<file path="src/rtl/router_fsm.sv">
// Packet-sequencing controller for the 1x3 router: decodes the header address
// and drives Moore control strobes for the synchronizer and the register block.
module router_fsm #(
  parameter int unsigned             ADDR_W       = 2,
  parameter logic [ADDR_W-1:0]       INVALID_ADDR = '1
) (
  input  logic              clock,
  input  logic              reset,
  input  logic              pkt_valid,
  input  logic [ADDR_W-1:0] data_in,
  input  logic              fifo_full,
  input  logic              fifo_empty_0,
  input  logic              fifo_empty_1,
  input  logic              fifo_empty_2,
  input  logic              soft_reset_0,
  input  logic              soft_reset_1,
  input  logic              soft_reset_2,
  input  logic              parity_done,
  input  logic              low_pkt_valid,
  output logic              detect_add,
  output logic              lfd_state,
  output logic              ld_state,
  output logic              full_state,
  output logic              laf_state,
  output logic              write_enb_reg,
  output logic              rst_int_reg,
  output logic              busy
);

  typedef enum logic [2:0] {
    DECODE_ADDRESS     = 3'd0,
    LOAD_FIRST_DATA    = 3'd1,
    LOAD_DATA          = 3'd2,
    LOAD_PARITY        = 3'd3,
    FIFO_FULL_STATE    = 3'd4,
    LOAD_AFTER_FULL    = 3'd5,
    WAIT_TILL_EMPTY    = 3'd6,
    CHECK_PARITY_ERROR = 3'd7
  } state_t;

  state_t            state_q, state_d;
  logic [ADDR_W-1:0] dest_addr_q, dest_addr_d;

  logic hdr_empty;   // empty flag of the port addressed by the incoming header
  logic dest_empty;  // empty flag of the latched destination
  logic dest_srst;   // soft reset of the latched destination

  always_comb begin
    hdr_empty = 1'b0;
    case (data_in)
      ADDR_W'(0): hdr_empty = fifo_empty_0;
      ADDR_W'(1): hdr_empty = fifo_empty_1;
      ADDR_W'(2): hdr_empty = fifo_empty_2;
      default:    hdr_empty = 1'b0;
    endcase
  end

  always_comb begin
    dest_empty = 1'b0;
    dest_srst  = 1'b0;
    case (dest_addr_q)
      ADDR_W'(0): begin dest_empty = fifo_empty_0; dest_srst = soft_reset_0; end
      ADDR_W'(1): begin dest_empty = fifo_empty_1; dest_srst = soft_reset_1; end
      ADDR_W'(2): begin dest_empty = fifo_empty_2; dest_srst = soft_reset_2; end
      default:    begin dest_empty = 1'b0;         dest_srst = 1'b0;         end
    endcase
  end

  always_comb begin
    state_d     = state_q;
    dest_addr_d = dest_addr_q;
    if (state_q != DECODE_ADDRESS && dest_srst) begin
      state_d = DECODE_ADDRESS;
    end else begin
      case (state_q)
        DECODE_ADDRESS: begin
          if (pkt_valid && data_in != INVALID_ADDR) begin
            dest_addr_d = data_in;
            state_d     = hdr_empty ? LOAD_FIRST_DATA : WAIT_TILL_EMPTY;
          end
        end
        WAIT_TILL_EMPTY: if (dest_empty) state_d = LOAD_FIRST_DATA;
        LOAD_FIRST_DATA: state_d = LOAD_DATA;
        LOAD_DATA: begin
          // Full takes precedence so a stalled final byte is not lost.
          if (fifo_full)       state_d = FIFO_FULL_STATE;
          else if (!pkt_valid) state_d = LOAD_PARITY;
        end
        FIFO_FULL_STATE: if (!fifo_full) state_d = LOAD_AFTER_FULL;
        LOAD_AFTER_FULL: begin
          if (parity_done)        state_d = DECODE_ADDRESS;
          else if (low_pkt_valid) state_d = LOAD_PARITY;
          else                    state_d = LOAD_DATA;
        end
        LOAD_PARITY:        state_d = CHECK_PARITY_ERROR;
        CHECK_PARITY_ERROR: state_d = fifo_full ? FIFO_FULL_STATE : DECODE_ADDRESS;
        default:            state_d = DECODE_ADDRESS;
      endcase
    end
  end

  always_ff @(posedge clock) begin
    if (reset) begin
      state_q     <= DECODE_ADDRESS;
      dest_addr_q <= '0;
    end else begin
      state_q     <= state_d;
      dest_addr_q <= dest_addr_d;
    end
  end

  assign detect_add    = (state_q == DECODE_ADDRESS);
  assign lfd_state     = (state_q == LOAD_FIRST_DATA);
  assign ld_state      = (state_q == LOAD_DATA);
  assign full_state    = (state_q == FIFO_FULL_STATE);
  assign laf_state     = (state_q == LOAD_AFTER_FULL);
  assign rst_int_reg   = (state_q == CHECK_PARITY_ERROR);
  assign write_enb_reg = (state_q == LOAD_DATA) || (state_q == LOAD_PARITY) ||
                         (state_q == LOAD_AFTER_FULL);
  assign busy          = (state_q == LOAD_FIRST_DATA) || (state_q == LOAD_PARITY) ||
                         (state_q == FIFO_FULL_STATE) || (state_q == LOAD_AFTER_FULL) ||
                         (state_q == WAIT_TILL_EMPTY) || (state_q == CHECK_PARITY_ERROR);

endmodule

</file>
<file path="config.mk">
export PLATFORM = sky130hd
export DESIGN_NAME = router_fsm
export DESIGN_NICKNAME = d
export VERILOG_FILES = /design/src/rtl/router_fsm.sv
export SDC_FILE = /design/constraint.sdc
export NUM_CORES = 1
export LEC_CHECK = 0
export BUFFER_PORTS_ARGS = -buffer_cell sky130_fd_sc_hd__buf_2
export CORE_AREA = 2 2 39 41
export DETAILED_ROUTE_END_ITERATION = 12
export DIE_AREA = 0 0 41 43
export PLACE_DENSITY = 0.64
export SYNTH_ARGS = -nofsm -noshare
export SYNTH_HDL_FRONTEND = slang
export SYNTH_SLANG_ARGS = --single-unit
</file>
<file path="constraint.sdc">
create_clock -name clock -period 3.9 [get_ports clock]
set_input_delay 0.195 -clock clock [delete_from_list [all_inputs] [get_ports clock]]
set_output_delay 0.195 -clock clock [all_outputs]
set_load 0.02 [all_outputs]
</file>
==> results of run 1 <==
## metal layers
metal | vias to the layer above | part of all wire, %
li1 | 267 | -
met1 | 231 | 46
met2 | 13 | 49
met3 | 0 | 4.4
met4 | 0 | 0
met5 | - | 0
## through the flow
step | utilization [%] | power [mW]
global route | 44.2 | 0.502
CTS | 44.2 | 0.464
detailed placement | 42.3 | 0.403
floorplan | - | 0.341
finish | 44.2 | 0.459
global placement | 42.3 | 0.404
## worst min path at each step
stage / end / cells past startpoint / slack [ns]
after floorplan: dest_addr_q[0] / 1 / 0.27
after global placement: dest_addr_q[0] / 2 / 0.43
after detailed placement: dest_addr_q[0] / 2 / 0.44
after CTS: dest_addr_q[1] / 2 / 0.18
after global routing: dest_addr_q[1] / 2 / 0.18
final: dest_addr_q[1] / 2 / 0.19
## state kept, by name, indices dropped and copies added (netlist names)
| register | cells |
|---|---|
| state_q | 3 |
| dest_addr_q | 2 |
## critical path: cells and delay by family (launching register included)
family / cells / cell delay (ns)
DFF: 1 / 0.47
and+or+nand+nor: 2 / 0.35
buffers and inverters: 2 / 0.30
## synthesized netlist by cell type, drive strengths merged
cell,number
nor3,3
o211ai,2
or2b,1
nand2,3
nand3,1
and2b,1
a221o,1
and3,2
inv,4
maj3,1
nand2b,1
or3,1
dfxtp,5
or3b,1
clkinv,1
a21oi,4
nand3b,3
a31oi,2
a21bo,1
nor2,4
mux2i,4
o2111ai,1
and4,1
buf,2
nor3b,4
o21ai,3
a32oi,1
clkbuf,1
o21a,1
## power by group through the flow
stage / registers, mW / logic, mW / clock network, mW
global placement: 0.110 / 0.294 / 0
floorplan: 0.0805 / 0.260 / 0
finish: 0.110 / 0.290 / 0.0587
detailed placement: 0.111 / 0.292 / 0
global route: 0.116 / 0.319 / 0.0679
CTS: 0.110 / 0.293 / 0.0617
## cells in the final DEF, fill, tap and decap left out, drive strengths merged
master   synthesis  final
nor3b            4      4
nand2b           1      1
clkbuf           1      4
buf              2     21
and2b            1      1
o21ai            3      3
or3              1      1
or2b             1      1
o211ai           2      2
o21a             1      1
a32oi            1      1
a31oi            2      2
mux2i            4      4
maj3             1      1
clkinv           1      1
inv              4      4
or3b             1      1
a221o            1      1
nand2            3      3
and4             1      1
nor3             3      3
nand3b           3      3
nand3            1      1
nor2             4      4
and3             2      2
a21oi            4      4
o2111ai          1      1
a21bo            1      1
dfxtp            5      5
## final cells by class
class | count | area [um2] | area share, %
inverters | 5 | 23.8 | 3.89
well taps | 16 | 20.0 | 3.27
flip-flops and latches | 5 | 100 | 16.4
multi-input cells | 47 | 337 | 55.0
clock buffers | 4 | 26.3 | 4.29
repair buffers | 21 | 105 | 17.2
## kinds of logic (layout without fill, tap and decap cells)
| logic type | Yosys count | after routing | synth area share, % |
|---|---|---|---|
| fa+ha+maj | 1 | 1 | 2.08 |
| flops | 5 | 5 | 20.8 |
| compound gates | 16 | 16 | 25.3 |
| simple gates | 26 | 26 | 34.4 |
| mux | 4 | 4 | 8.33 |
| buf+inv | 8 | 30 | 9.11 |
==> results_dict.tcl, run 1 <==
set metrics [dict create \
    cts-root-buf "clkbuf_4" \
    cp-start-kind "flip-flop" \
    track_usage_pct 15.3 \
    start_util_pct 34.7 \
    clkTransAtPathRegs_ns 0.04 \
    fin_cells 98 \
    postSynthCellCount 60 \
    diodes 0 \
    fin_tns_setup_ns 0 \
    power.leakage_nw 0.275 \
    drt_iter0_drc 5 \
    pre_cts_slack_ns 2.38 \
    grt_pass1_vias 444 \
    drv_slew 0 \
    setup_ws_ns 2.36 \
    crit_path_end "write_enb_reg" \
    grt_busiest_layer "met2" \
    rsz0062_at_grt "no" \
    r2r-end "state_q[0]" \
    dp_cells 94 \
    met1_usage_pct 18.4 \
    num_vias 511 \
    ys_seq_area_share_pct 20.8 \
    die_h_um 43 \
    postCtsSetupBuffers 0 \
    p_int_mw 0.235 \
    max_stage_delay_ns 0.47 \
    drtPass1Iterations 2 \
    grtUsageMet2_pct 22.2 \
    synth.area.top_cells "dfxtp_1, mux2i_1, nor3b_1, nand3b_1, o211ai_4" \
    grt_use_met3_pct 7.85 \
    hold_viol_final 0 \
    skew_ns 0.000982 \
    clkSinkCount 5 \
    worst_slew_pin_slew_ns 0.354 \
    slew_headroom_pct 76.4 \
    setup_viol 0 \
    p_sw_mw 0.225 \
    grt_max_degree 13 \
    area_delta_synth_final_pct 27.3 \
    syn_area_um2 480 \
    final.period_utilization_pct 39.6 \
    endpoint_kind "output pin" \
    dp_hpwl_um 889 \
    routedWlPerCell_um 11.1 \
    synth_top_area_cell "dfxtp_1" \
    clk_path_buf_depth 2 \
    min_path_type "in2reg" \
    maxCapViolations 0 \
    rr_worst_depth 5 \
    worstSetupPathType "reg2out" \
    final_area_um2 612 \
    pwr_density_cell_nw_per_um2 751 \
    critPathArrivalTime_ns 1.35 \
    cp_cell_sequence "inv_1, nor3_1, nand2b_1, buf_2" \
    fillers 140 \
    clk_latency_ns 0.24 \
    drc_errors 0 \
    power_frac_seq_pct 24.1 \
    r2r_slack_ns 2.37 \
    cp_slowest_cell "dfxtp_1" \
    io_pins 22 \
    peakVddDrop_v 0.000409 \
    port_buffers 21 \
    synth.avg_cell_area_um2 8.01 \
    core_um2 1380 \
    holdBufCountCts 0 \
    synth_top_area_share_pct 20.8 \
    status "finished clean" \
    cts_inserted_buffers 3 \
    power.clock.fraction_pct 12.8 \
    fin_hold_ws_ns 0.193 \
    timing.rr.start "state_q[1]" \
    dieArea_um2 1760 \
    fmax_mhz 648 \
    critical_path.startpoint "state_q[0]" \
    cp.required_ns 3.70 \
    netSwitchingFraction_pct 48.9 \
    post_cts_resized 0 \
    antenna_found_initial 0 \
    globalplace.congestion 0.756 \
    drive_above_1_share_pct 39.0 \
    viasPerCell 5.21 \
    wirelength_um 1090 \
    synthesis.nets 74 \
    combPwrFrac_pct 63.2 \
    hp-start "reset" \
    h-tree-depth 1 \
    grt_overflow 0 \
    grt_pass1_wl_um 1810 \
    ys_seq_elements 5 \
    rows 14 \
    ys_warn_count 0 \
    die_w_um 41 \
    drtAntennaViolNets 0 \
    fin_nets 97 \
    synth_cell_types 32 \
    path_max_fanout 10 \
    fin_crit_ns 1.54 \
    placed_area_um2 586 \
    cts_tree "yes" \
]
(Power assumes the default switching activity.)
==> run 2, diff against run 1 <==
--- a/config.mk
+++ b/config.mk
@@ -5,11 +5,12 @@
 export SDC_FILE = /design/constraint.sdc
 export NUM_CORES = 1
 export LEC_CHECK = 0
+export ABC_AREA = 1
 export BUFFER_PORTS_ARGS = -buffer_cell sky130_fd_sc_hd__buf_2
 export CORE_AREA = 2 2 39 41
 export DETAILED_ROUTE_END_ITERATION = 12
 export DIE_AREA = 0 0 41 43
-export PLACE_DENSITY = 0.64
+export PLACE_DENSITY = 0.68
 export SYNTH_ARGS = -nofsm -noshare
 export SYNTH_HDL_FRONTEND = slang
 export SYNTH_SLANG_ARGS = --single-unit
==> constraint.sdc (replaced) <==
create_clock -name clock -period 1.55 [get_ports clock]
set_input_delay 0.0775 -clock clock [delete_from_list [all_inputs] [get_ports clock]]
set_output_delay 0.0775 -clock clock [all_outputs]
set_load 0.02 [all_outputs]
==> run 2 against run 1 <==
  * Die area unchanged
  * Routed wire length rose by 8.5%
  * Sequential cell count did not move
  * Sequential share of layout area shrank 0.96 points
  * Power rose to 2.6 times the previous value
  * Clock skew is 0.00099 ns higher
  * Via count is 21% higher
  * Synthesized area rose by 11%
  * Final cell count grew 30%
  * Largest cell class unchanged
  * Setup slack lost 2.2 ns
  * Critical path type unchanged
==> results_dict.tcl, run 2 <==
set metrics [dict create \
    fin_tns_setup_ns 0 \
    grt_pass1_vias 517 \
    die_w_um 41 \
    ys_top_cells_by_count "nand3_1, nand2_1, nor2_1" \
    synth_cell_types 17 \
    syn_area_um2 533 \
    synth.area.top_cells "dfxtp_1, nand3_1, nand2_1, nor2_1, inv_1" \
    synth_top_area_share_pct 18.8 \
    synthesis.nets 101 \
    clkSinkCount 5 \
    start_util_pct 38.5 \
    grt_pass1_wl_um 1890 \
    ys.flop_type "dfxtp_1" \
    cp-start-kind "flip-flop" \
    skew_ns 0.00197 \
    postSynthCellCount 87 \
    dieArea_um2 1760 \
    cp.required_ns 1.47 \
    ys_seq_elements 5 \
    core_um2 1380 \
    drive_above_1_share_pct 38.7 \
    area_delta_synth_final_pct 26.5 \
    viasPerCell 4.85 \
    status "finished clean" \
    synth-edff-count 0 \
    largest_reg_flops 3 \
    clk_path_buf_depth 2 \
    cts-root-buf "clkbuf_4" \
    p_sw_mw 0.650 \
    track_usage_pct 15.2 \
    die_h_um 43 \
    fin_crit_ns 1.44 \
    postCtsSetupBuffers 0 \
    pre_cts_slack_ns 0.191 \
    ys_seq_area_share_pct 18.8 \
    hp-start "reset" \
    cts_inserted_buffers 3 \
    fmax_mhz 694 \
    maxCapViolations 0 \
    num_vias 616 \
    synth-async-reset-ratio_pct 0 \
    cts_tree "yes" \
    port_buffers 21 \
    layout_common_cells "buf_2, nand3_1, nand2_1, nor2_1, inv_1" \
    r2r_slack_ns 0.36 \
    critPathArrivalTime_ns 1.36 \
    clk_latency_ns 0.24 \
    rr_worst_depth 7 \
    setup_ws_ns 0.110 \
    power.clock.fraction_pct 12.7 \
    dp_cells 123 \
    drt_iter0_drc 9 \
    wirelength_um 1180 \
    layout_commonest_cell "buf_2" \
    min_path_type "in2reg" \
    drtAntennaViolNets 0 \
    ys_warn_count 0 \
    rows 14 \
    path_max_fanout 9 \
    hold_viol_final 0 \
    power.leakage_nw 0.374 \
    critical_path.startpoint "state_q[1]" \
    slew_headroom_pct 83.3 \
    combPwrFrac_pct 65.2 \
    antenna_found_initial 0 \
    dp_hpwl_um 946 \
    timing.rr.start "state_q[1]" \
    fin_hold_ws_ns 0.0437 \
    synth_top_area_cell "dfxtp_1" \
    worstSetupPathType "reg2out" \
    peakVddDrop_v 0.000563 \
    drtPass1Iterations 4 \
    netSwitchingFraction_pct 53.8 \
    io_pins 22 \
    fin_cells 127 \
    p_int_mw 0.559 \
    grt_max_degree 10 \
    endpoint_kind "output pin" \
    synth_most_common_cell "nand3_1" \
    synth.avg_cell_area_um2 6.13 \
    setup_viol 0 \
    diodes 0 \
    fin_nets 126 \
    holdBufCountCts 0 \
    drv_slew 0 \
    rsz0062_at_grt "no" \
    fillers 145 \
    final.period_utilization_pct 92.9 \
    routedWlPerCell_um 9.27 \
    reg_top3 "state_q x3, dest_addr_q x2" \
    multi_input_area_um2 367 \
    globalplace.congestion 0.724 \
    drc_errors 0 \
    hold_depth 2 \
    pwr_density_cell_nw_per_um2 1790 \
    clkTransAtPathRegs_ns 0.04 \
    power_frac_seq_pct 22.1 \
    largest-register "state_q" \
    grt_overflow 0 \
    h-tree-depth 1 \
    worst_slew_pin_slew_ns 0.249 \
    register_area_um2 104 \
]
## run 2: cell count changes after synthesis, moves of 3 or more
cell,change
nand3_2,+4
a21oi_1,-4
nor2_2,+3
nor2_1,+11
nor3_1,-3
mux2i_1,-4
inv_1,+8
nand2_1,+12
nand3b_1,-3
nor3b_1,-4
nor2_4,+4
nand3_1,+17
## run 2: final timing paths
kind	end
setup / recovery	write_enb_reg
hold / removal	dest_addr_q[0]
setup reg to reg	state_q[1]
hold reg to reg	dest_addr_q[1]
## run 2: per-layer routing
metal	wire length, um	track usage, %
met1	515	17.7
met2	592	25.3
met3	70	4.71
met4	0	4.00
met5	0	0
## run 2: power groups by stage
stage	clock network [mW]	logic, mW	registers (mW)
2_1_floorplan	0	0.659	0.224
3_3_place_gp	0	0.779	0.260
3_5_place_dp	0	0.788	0.258
4_1_cts	0.154	0.790	0.259
5_1_grt	0.166	0.882	0.279
6_report	0.153	0.788	0.267
## run 2: through the flow
stage | power [mW] | utilization, % | instance area (um2)
2_1_floorplan | 0.883 | - | 533
3_3_place_gp | 1.04 | 46.6 | 644
3_5_place_dp | 1.05 | 46.6 | 644
4_1_cts | 1.20 | 48.5 | 671
5_1_grt | 1.33 | 48.7 | 674
6_report | 1.21 | 48.7 | 674
## run 2: worst max-delay path: stages (launching register included)
cell and delay (ns):
dfxtp_2 0.38, nand2_1 0.11, inv_1 0.05, nand2_1 0.08
or3b_1 0.34, buf_2 0.16
## run 2: final cells by class
type | count | area share (%)
Timing Repair Buffer | 21 | 15.6
Multi-Input combinational cell | 67 | 54.4
Inverter | 14 | 7.79
Tap cell | 16 | 2.97
Clock buffer | 4 | 3.90
Sequential cell | 5 | 15.4
## run 2: logic make-up after synthesis
| kind of cell | synth area share (%) |
|---|---|
| AO/OA/AOI/OAI | 6.34 |
| buffers and inverters | 12.4 |
| flip-flops | 18.8 |
| AND/OR/NAND/NOR | 62.4 |
## run 2: repair_timing
item	4_1_cts	5_1_grt
gates resized for setup	0	3
endpoints found under the setup margin	0	1
endpoints found under the hold margin	0	0
==> run 3, diff against run 2 <==
==> constraint.sdc (replaced) <==
create_clock -name clock -period 1.6 [get_ports clock]
set_input_delay 0.08 -clock clock [delete_from_list [all_inputs] [get_ports clock]]
set_output_delay 0.08 -clock clock [all_outputs]
set_load 0.02 [all_outputs]
==> run 3 against run 2 <==
  * Design area is 0.56% lower
  * Die area unchanged
  * Power shrank 5.2%
  * Critical path depth stayed put
  * Hold slack improved by 0.013 ns
  * Non-clock buffer count is the same
  * Combinational power shrank 4.1%
  * Clock power is 8% lower
  * Clock-buffer cell count is the same
  * Routed wire length fell by 5.6%
  * Final cell count did not move
  * Critical endpoint unchanged
  * Largest cell class unchanged
==> results_dict.tcl, run 3 (synthesis results as in run 2) <==
set metrics [dict create \
    globalplace.congestion 0.737 \
    maxCapViolations 0 \
    drtAntennaViolNets 0 \
    core_um2 1380 \
    fin_crit_ns 1.50 \
    clkSinkCount 5 \
    cts-root-buf "clkbuf_4" \
    track_usage_pct 16.2 \
    drtPass1Iterations 4 \
    min_path_type "in2reg" \
    wirelength_um 1110 \
    reg_top3 "state_q x3, dest_addr_q x2" \
    cp-start-kind "flip-flop" \
    peakVddDrop_v 0.000585 \
    die_h_um 43 \
    num_vias 602 \
    rows 14 \
    status "finished clean" \
    rsz0062_at_grt "no" \
    slew_headroom_pct 72.9 \
    io_pins 22 \
    cp.required_ns 1.52 \
    largest_reg_flops 3 \
    h-tree-depth 1 \
    clkTransAtPathRegs_ns 0.04 \
    skew_ns 0.000294 \
    final.period_utilization_pct 93.8 \
    fin_tns_setup_ns 0 \
    power.leakage_nw 0.373 \
    area_delta_synth_final_pct 25.8 \
    register_area_um2 100 \
    setup_ws_ns 0.0986 \
    hold_viol_final 0 \
    final_area_um2 671 \
    pwr_density_cell_nw_per_um2 1710 \
    cts_inserted_buffers 3 \
    worst_slew_pin_slew_ns 0.405 \
    grt_max_degree 10 \
    grt_overflow 0 \
    layout_commonest_cell "buf_2" \
    holdBufCountCts 0 \
    setup_viol 0 \
    port_buffers 21 \
    clk_latency_ns 0.23 \
    fin_hold_ws_ns 0.0571 \
    fin_nets 126 \
    placed_area_um2 644 \
    fillers 145 \
    antenna_found_initial 0 \
    drive_above_1_share_pct 36.0 \
    start_util_pct 38.5 \
    postCtsSetupBuffers 0 \
    endpoint_kind "output pin" \
    routedWlPerCell_um 8.75 \
    grt_pass1_vias 531 \
    layout_common_cells "buf_2, nand3_1, nand2_1, nor2_1, inv_1" \
    critPathArrivalTime_ns 1.42 \
    die_w_um 41 \
    dieArea_um2 1760 \
    drc_errors 0 \
    drt_iter0_drc 7 \
    clk_path_buf_depth 2 \
    viasPerCell 4.74 \
    pre_cts_slack_ns 0.223 \
    path_max_fanout 9 \
    dp_hpwl_um 948 \
    grt_pass1_wl_um 2070 \
    r2r_slack_ns 0.22 \
    multi_input_area_um2 367 \
    largest-register "state_q" \
    cts_tree "yes" \
    post_cts_resized 0 \
    drv_slew 0 \
    worstSetupPathType "reg2out" \
    diodes 0 \
    fmax_mhz 666 \
]
run 3: cell counts in the layout (fill, tap and decap cells not counted):
No cell type changed its count.
run 3: worst paths after layout:
path                                      from             end  cells past startpoint
worst max-delay path                state_q[1]   write_enb_reg                      5
worst max register to register      state_q[1]      state_q[1]                      7
worst min-delay path                     reset  dest_addr_q[0]                      2
worst min register to register  dest_addr_q[0]  dest_addr_q[0]                      2
run 3: where the power goes:
group / switching [mW] / internal, mW / leakage (nW)
sequential: 0.0815 / 0.168 / 0.0412
clock: 0.0463 / 0.0939 / 0.0150
combinational: 0.486 / 0.271 / 0.317
total: 0.613 / 0.533 / 0.373
run 3: layout make-up:
| class | count | share of cell area (%) |
|---|---|---|
| clock buffers | 4 | 3.92 |
| inverters | 14 | 7.84 |
| multi-input cells | 67 | 54.7 |
| well taps | 16 | 2.99 |
| flip-flops and latches | 5 | 14.9 |
| repair buffers | 21 | 15.7 |
run 3: metal layers:
metal  up-vias  wire, um  track usage (%)
met3         0        62             3.14
met2        18       543             25.9
li1        326         -                -
met5         -         0                0
met1       258       506             21.3
met4         0         0             4.00
run 3: per-stage QoR:
stage               std cells  power, mW  util (%)
detailed placement        123       1.01      46.6
CTS                       127       1.16      48.5
global route              127       1.28      48.5
global placement          123       1.01      46.6
floorplan                  87      0.855         -
finish                    127       1.15      48.5
run 3: worst max-delay path: stages (launching register included):
cell and delay, ns:
dfxtp_1 0.42, nand2_1 0.14, inv_1 0.06, nand2_1 0.07
or3b_1 0.33, buf_2 0.16
